<file path="config.mk">
export PLATFORM = sky130hd
export DESIGN_NAME = pix_frame_rx
export DESIGN_NICKNAME = d
export VERILOG_FILES = /design/src/rtl/pix_frame_pkg.sv /design/src/rtl/pix_frame_rx_byte_timeout.sv /design/src/rtl/pix_frame_rx.sv
export SDC_FILE = /design/constraint.sdc
export NUM_CORES = 1
export LEC_CHECK = 0
export BUFFER_PORTS_ARGS = -buffer_cell sky130_fd_sc_hd__clkbuf_2
export CAP_MARGIN = 25
export CORE_MARGIN = 1
export CORE_UTILIZATION = 45
export DETAILED_ROUTE_END_ITERATION = 8
export HOLD_SLACK_MARGIN = 0.12
export SYNTH_ARGS = -nofsm -noshare
export SYNTH_HDL_FRONTEND = slang
export SYNTH_SLANG_ARGS = --single-unit
</file>
<file path="constraint.sdc">
create_clock -name i_clk_sys -period 3.65 [get_ports i_clk_sys]
set_input_delay 1.095 -clock i_clk_sys [delete_from_list [all_inputs] [get_ports i_clk_sys]]
set_output_delay 1.095 -clock i_clk_sys [all_outputs]
set_load 0.02 [all_outputs]
</file>
<file path="src/rtl/pix_frame_pkg.sv">
`default_nettype none
// ============================================================================
// Module      : pix_frame_pkg
// Description : Shared FSM encoding, reply bytes and sizing helpers for the
//               image-frame receiver.
// Revision    : 1.0 - initial release
// ============================================================================
package pix_frame_pkg;

    // Receiver states, explicitly encoded
    typedef logic [1:0] state_t;
    localparam state_t c_st_idle   = 2'd0;
    localparam state_t c_st_pix_hi = 2'd1;
    localparam state_t c_st_pix_lo = 2'd2;
    localparam state_t c_st_chk    = 2'd3;

    // Reply bytes sent back to the host
    localparam logic [7:0] c_ack = 8'h06;
    localparam logic [7:0] c_nak = 8'h15;

    // Bytes per pixel on the wire (1 or 2)
    function automatic int calc_bpp(input int pix_bits);
        return (pix_bits + 7) / 8;
    endfunction

    // Width of the slot index; a single slot still needs one bit
    function automatic int calc_sw(input int nslot);
        return (nslot > 1) ? $clog2(nslot) : 1;
    endfunction

endpackage
`default_nettype wire

</file>
<file path="src/rtl/pix_frame_rx_byte_timeout.sv">
`default_nettype none
// ============================================================================
// Module      : byte_timeout
// Description : Inter-byte idle counter. Cleared by each received byte, runs
//               while enabled, pulses o_tc on the TIMEOUT_CYC-th idle cycle.
// Revision    : 1.0 - initial release
// ============================================================================
module byte_timeout #(
    parameter int TIMEOUT_CYC = 500000
) (
    input  logic i_clk_sys,
    input  logic i_rst_n,
    input  logic i_clr,
    input  logic i_en,
    output logic o_tc
);

    localparam int                 c_cnt_w = $clog2(TIMEOUT_CYC + 1);
    localparam logic [c_cnt_w-1:0] c_last  = c_cnt_w'(TIMEOUT_CYC - 1);

    logic [c_cnt_w-1:0] r_cnt;

    // Terminal count fires on the edge that completes TIMEOUT_CYC idle cycles
    assign o_tc = i_en && !i_clr && (r_cnt == c_last);

    // Idle-cycle counter, restarts on every byte or while disabled
    always_ff @(posedge i_clk_sys or negedge i_rst_n) begin
        if (!i_rst_n) begin
            r_cnt <= '0;
        end else if (i_clr || !i_en || o_tc) begin
            r_cnt <= '0;
        end else begin
            r_cnt <= r_cnt + 1'b1;
        end
    end

endmodule
`default_nettype wire

</file>
<file path="src/rtl/pix_frame_rx.sv">
`default_nettype none
// ============================================================================
// Module      : pix_frame_rx
// Description : Image-frame receiver. Hunts a header byte, assembles pixels
//               into a back frame slot, verifies an XOR checksum, answers
//               ACK/NAK and flips the displayed slot only on a good frame.
// Revision    : 1.0 - initial release
// ============================================================================
module pix_frame_rx
    import pix_frame_pkg::*;
#(
    parameter int         PIX_BITS    = 12,
    parameter int         W           = 200,
    parameter int         H           = 185,
    parameter int         NSLOT       = 2,
    parameter int         ADDR_W      = 17,
    parameter logic [7:0] HDR_BYTE    = 8'hA5,
    parameter int         TIMEOUT_CYC = 500000
) (
    input  logic                        i_clk_sys,
    input  logic                        i_rst_n,
    input  logic                        i_en,
    input  logic [7:0]                  i_rx_data,
    input  logic                        i_rx_done,
    output logic                        o_wr_en,
    output logic [ADDR_W-1:0]           o_wr_addr,
    output logic [PIX_BITS-1:0]         o_wr_data,
    output logic [calc_sw(NSLOT)-1:0]   o_disp_slot,
    output logic [ADDR_W-1:0]           o_disp_base,
    output logic                        o_busy,
    output logic [15:0]                 o_pix_cnt,
    output logic                        o_frame_done,
    output logic                        o_frame_err,
    output logic [7:0]                  o_ack_data,
    output logic                        o_ack_valid
);

    localparam int                c_bpp   = calc_bpp(PIX_BITS);
    localparam int                c_sw    = calc_sw(NSLOT);
    localparam logic [ADDR_W-1:0] c_frame = ADDR_W'(W * H);
    localparam logic [15:0]       c_last  = 16'(W * H - 1);

    state_t              r_state;
    state_t              w_state_nxt;
    logic [c_sw-1:0]     r_wslot;
    logic [ADDR_W-1:0]   r_wbase;
    logic [ADDR_W-1:0]   r_wptr;
    logic [7:0]          r_hi;
    logic [7:0]          r_chk;
    logic                w_hdr;
    logic                w_wr_fire;
    logic                w_good;
    logic                w_bad;
    logic                w_tc;
    logic                w_last_pix;
    logic                w_last_slot;
    logic [c_sw-1:0]     w_next_slot;
    logic [ADDR_W-1:0]   w_next_base;
    logic [PIX_BITS-1:0] w_pix;

    // Back slot follows the displayed one; its base is accumulated, not multiplied
    assign w_last_slot = (o_disp_slot == c_sw'(NSLOT - 1));
    assign w_next_slot = w_last_slot ? '0 : o_disp_slot + 1'b1;
    assign w_next_base = w_last_slot ? '0 : o_disp_base + c_frame;
    assign w_last_pix  = (o_pix_cnt == c_last);
    assign w_pix       = PIX_BITS'((c_bpp == 1) ? {8'h00, i_rx_data} : {r_hi, i_rx_data});
    assign o_busy      = (r_state != c_st_idle);

    byte_timeout #(
        .TIMEOUT_CYC (TIMEOUT_CYC)
    ) u_byte_timeout (
        .i_clk_sys (i_clk_sys),
        .i_rst_n   (i_rst_n),
        .i_clr     (i_rx_done),
        .i_en      (o_busy),
        .o_tc      (w_tc)
    );

    // Next-state and per-byte event decode; enable loss beats timeout beats data
    always_comb begin
        w_state_nxt = r_state;
        w_hdr       = 1'b0;
        w_wr_fire   = 1'b0;
        w_good      = 1'b0;
        w_bad       = 1'b0;
        if (r_state != c_st_idle && !i_en) begin
            w_state_nxt = c_st_idle;
        end else if (w_tc) begin
            w_bad       = 1'b1;
            w_state_nxt = c_st_idle;
        end else if (i_rx_done) begin
            case (r_state)
                c_st_idle: begin
                    if (i_en && i_rx_data == HDR_BYTE) begin
                        w_hdr       = 1'b1;
                        w_state_nxt = c_st_pix_hi;
                    end
                end
                c_st_pix_hi: begin
                    if (c_bpp == 2) begin
                        w_state_nxt = c_st_pix_lo;
                    end else begin
                        w_wr_fire   = 1'b1;
                        w_state_nxt = w_last_pix ? c_st_chk : c_st_pix_hi;
                    end
                end
                c_st_pix_lo: begin
                    w_wr_fire   = 1'b1;
                    w_state_nxt = w_last_pix ? c_st_chk : c_st_pix_hi;
                end
                c_st_chk: begin
                    w_good      = (i_rx_data == r_chk);
                    w_bad       = (i_rx_data != r_chk);
                    w_state_nxt = c_st_idle;
                end
                default: w_state_nxt = c_st_idle;
            endcase
        end
    end

    // FSM state register
    always_ff @(posedge i_clk_sys or negedge i_rst_n) begin
        if (!i_rst_n) begin
            r_state <= c_st_idle;
        end else begin
            r_state <= w_state_nxt;
        end
    end

    // Frame datapath: checksum, pixel writes, commit/reject and reply strobes
    always_ff @(posedge i_clk_sys or negedge i_rst_n) begin
        if (!i_rst_n) begin
            r_wslot      <= '0;
            r_wbase      <= '0;
            r_wptr       <= '0;
            r_hi         <= '0;
            r_chk        <= '0;
            o_wr_en      <= 1'b0;
            o_wr_addr    <= '0;
            o_wr_data    <= '0;
            o_disp_slot  <= '0;
            o_disp_base  <= '0;
            o_pix_cnt    <= '0;
            o_frame_done <= 1'b0;
            o_frame_err  <= 1'b0;
            o_ack_data   <= '0;
            o_ack_valid  <= 1'b0;
        end else begin
            o_wr_en      <= 1'b0;
            o_frame_done <= 1'b0;
            o_frame_err  <= 1'b0;
            o_ack_valid  <= 1'b0;
            if (w_hdr) begin
                r_chk     <= '0;
                o_pix_cnt <= '0;
                r_wslot   <= w_next_slot;
                r_wbase   <= w_next_base;
                r_wptr    <= w_next_base;
            end else if (i_rx_done && (r_state == c_st_pix_hi || r_state == c_st_pix_lo)) begin
                r_chk <= r_chk ^ i_rx_data;
            end
            if (i_rx_done && r_state == c_st_pix_hi) begin
                r_hi <= i_rx_data;
            end
            if (w_wr_fire) begin
                o_wr_en   <= 1'b1;
                o_wr_addr <= r_wptr;
                o_wr_data <= w_pix;
                r_wptr    <= r_wptr + 1'b1;
                o_pix_cnt <= o_pix_cnt + 16'd1;
            end
            if (w_good) begin
                o_frame_done <= 1'b1;
                o_ack_data   <= c_ack;
                o_ack_valid  <= 1'b1;
                o_disp_slot  <= r_wslot;
                o_disp_base  <= r_wbase;
            end
            if (w_bad) begin
                o_frame_err <= 1'b1;
                o_ack_data  <= c_nak;
                o_ack_valid <= 1'b1;
            end
        end
    end

endmodule
`default_nettype wire
</file>
==> flow_summary_export.csv <==
group,metric,value,unit
setup_path,crit_fanout,13,
setup_path,r2r-start,"r_state[1]",
sta,rsz0062_at_grt,"no",
detailed_routing,dr.pass1.iters,5,
power,irDropWorstVdd,0.332,mV
detailed_routing,drt-initial-drc-count,372,
logic_synthesis,synth_area,0.00666,mm^2
detailed_routing,drc,0,
min_path,hold_path.class,"flip-flop to flip-flop",
placement,placed_cells_incl_taps,917,
clocking,clock_sinks,138,
logic_synthesis,synth_edf_count,0,
global_route,grt_pass1_wl,25200,um
logic_synthesis,synth-main-ff-cell,"dfrtp_1",
detailed_routing,wire_per_inst,16.2,um
logic_synthesis,synth-seq-cells,138,
clocking,cts.clk_slew.worst_paths,0.05,ns
setup_path,cp_common_cell,"inv_1",
setup_path,cp.arrival,1.88,ns
floorplan,die-width,124,um
sta,slew_headroom,52.7,%
power,total_power,0.00512,W
sta,slew_viol_final,0,
clocking,htree_levels,4,
detailed_routing,vias,5238,
sta,fin_crit_sh,81.4,%
logic_synthesis,ys_warn_count,0,
sta,skew,0.00748,ns
placement,gp_congestion,0.855,
setup_path,startpoint,"r_state[1]",
sta,finalHoldViolCount,0,
logic_synthesis,yosysSeqAreaShare,51.8,%
clocking,cts_buffer_depth,2,
setup_path,required,2.55,ns
setup_path,path_cells,"inv_1 -> ha_1 -> inv_1 -> clkbuf_2",
power,p_per_area,658,mW/mm^2
global_route,antenna_found_initial,0,
clocking,ctsResizeCount,0,
clocking,post_cts.repair.setup_buffers,0,
setup_path,slowest_stage,"ha_1",
placement,place_area,0.00718,mm^2
setup_path,cp-start-kind,"flip-flop",
logic_synthesis,avgSynthCellArea,9.83,um^2
finish,final_cells,947,
finish,final_layout_size_suffix_gt1_share,20.8,%
flow_run,cap_violations,0,
sta,maxClockFrequency,337,MHz
finish,antenna_cells,0,
min_path,hold_path.startpoint,"u_byte_timeout.r_cnt[0]",
clocking,cts_tree,"done",
logic_synthesis,async_reset_ff_share,100,%
finish,finalInstanceArea,0.00778,mm^2
detailed_routing,viasPerCell,5.53,
finish,finalNetCount,772,
logic_synthesis,yosys.area.top_type_share,51.8,%
floorplan,num_rows,44,
outcome,outcome,"completed",
finish,syn_to_final_growth,16.7,%
detailed_routing,wl,15400,um
clocking,numCtsBuffers,17,
setup_path,crit_type,"flip-flop to output pin",
global_route,grt_max_degree,76,
power,p_leak,3.67,nW
logic_synthesis,synth_cells,678,
global_route,grt_pass1_vias,4917,
global_route,overflow,0,
clocking,ctsHoldBuffers,0,
setup_path,cp-end-kind,"output pin",
floorplan,fp.dieH,124,um
logic_synthesis,synth_top_cell_by_area,"dfrtp_1",
placement,port_buffers,83,
sta,finalCriticalPeriod,2.97,ns
sta,worst_slew_pin_slew,0.709,ns
clocking,root_buffer,"clkbuf_16",
logic_synthesis,netlist_top_cells_area,"dfrtp_1, nand2_1, mux2_2",
finish,nFillCells,1313,
sta,timing.setup.tns,0,ns
floorplan,initial_utilization,46.0,%
placement,dp_hpwl,10500,um
sta,finalSetupViolCount,0,
logic_synthesis,yosysUniqueCellTypes,70,
floorplan,core_area,0.0145,mm^2
global_route,grt_use_total,21.7,%
floorplan,fp.dieArea,0.0153,mm^2
setup_path,max_stage_delay,0.49,ns
detailed_routing,detail-route-antenna-nets,0,
clocking,clk-insertion-delay-late,0.42,ns
floorplan,io_pins,88,
==> synth_stat cells, types with 7 or more instances <==
cell type and count:
inv_1 9, mux2_2 25, xor2_1 29, nand4_1 16
a21oi_1 15, nor3_1 16, o21ai_0 37, clkbuf_1 17
ha_1 8, dfrtp_1 138, xnor2_1 13, and4_1 7
nor2_1 52, nand2_1 135, nand3_1 25, and2_1 9
buf_2 9, nand2b_1 12
==> critical path, delay by kind of cell, from the launching register on <==
family / cells / cell delay (ns)
flip-flops: 1 / 0.45
adder cells (fa/ha/maj): 1 / 0.49
buffers and inverters: 3 / 0.52
==> kinds of logic (layout without fill, tap and decap cells) <==
group | Yosys count | in the layout | synth area share (%)
buffers and inverters | 47 | 129 | 3.78
AND/OR/NAND/NOR | 312 | 312 | 22.8
adder cells (fa/ha/maj) | 8 | 8 | 1.50
AO/OA/AOI/OAI | 99 | 99 | 9.34
XOR/XNOR | 42 | 42 | 5.52
multiplexers | 31 | 31 | 5.13
flip-flops | 138 | 138 | 51.8
other | 1 | 4 | 0.0563
==> area by class of cell <==
cell class / count / area [um^2] / share of cell area [%]
inverters: 10 / 37.5 / 0.483
flip-flops and latches: 138 / 3450 / 44.4
repair buffers: 89 / 479 / 6.16
clock buffers: 20 / 447 / 5.74
well taps: 184 / 230 / 2.96
multi-input cells: 496 / 2980 / 38.3
clock inverters: 10 / 150 / 1.93
==> sequential cells by signal, summed over array words and instances, names as in the netlist <==
register              cells
o_ack_valid               1
o_disp_base              17
u_byte_timeout.r_cnt     19
r_wslot                   1
o_ack_data                3
o_wr_data                12
r_chk                     8
r_state                   2
o_wr_en                   1
r_hi                      4
r_wbase                  17
o_frame_err               1
o_pix_cnt                16
o_disp_slot               1
o_frame_done              1
r_wptr                   17
o_wr_addr                17
==> cells in the final DEF (no fill, tap or decap), types with 7 or more instances in the layout <==
cell type and count:
dfrtp_1 138, nand2_1 135, clkbuf_2 82, nor2_1 51, o21ai_0 37, xor2_1 29, nand3_1 25, mux2_2 25
clkbuf_16 17, nand4_1 16, nor3_1 16, a21oi_1 15, xnor2_1 13, nand2b_1 12, inv_1 9, and2_1 9
ha_1 8, and4_1 7
==> routing by layer <==
| layer | track usage (%) | vias to the layer above | wire, um |
|---|---|---|---|
| met5 | 0 | - | 0 |
| met4 | 6.93 | 0 | 157 |
| met3 | 5.77 | 14 | 895 |
| met2 | 31.8 | 149 | 6880 |
| met1 | 31.1 | 2580 | 7420 |
| li1 | - | 2495 | - |
==> through the flow <==
stage                     setup slack [ns]  hold WS, ns  util [%]
after floorplan                       1.23        0.431         -
after global placement               0.818        0.450      49.6
after detailed placement             0.704        0.461      49.6
after CTS                            0.679        0.475      53.7
after global routing                 0.538        0.489      53.7
final                                0.679        0.469      53.7
==> power breakdown <==
| part | switching [W] | internal (W) |
|---|---|---|
| Combinational | 0.000790 | 0.000442 |
| Clock | 0.000612 | 0.00114 |
| Sequential | 0.000275 | 0.00186 |
==> path summary, 6_finish.rpt <==
check	endpoint	slack, ns	cells after the start
worst max-delay path	o_busy	0.68	4
worst min-delay path	u_byte_timeout.r_cnt[0]	0.47	1
worst max register to register	r_wptr[15]	1.04	7
worst min register to register	u_byte_timeout.r_cnt[0]	0.47	1
max in group asynchronous	r_chk[0]	2.16	2
min in group asynchronous	o_pix_cnt[9]	0.65	1
Note: power is estimated with default switching activity, not from simulation.
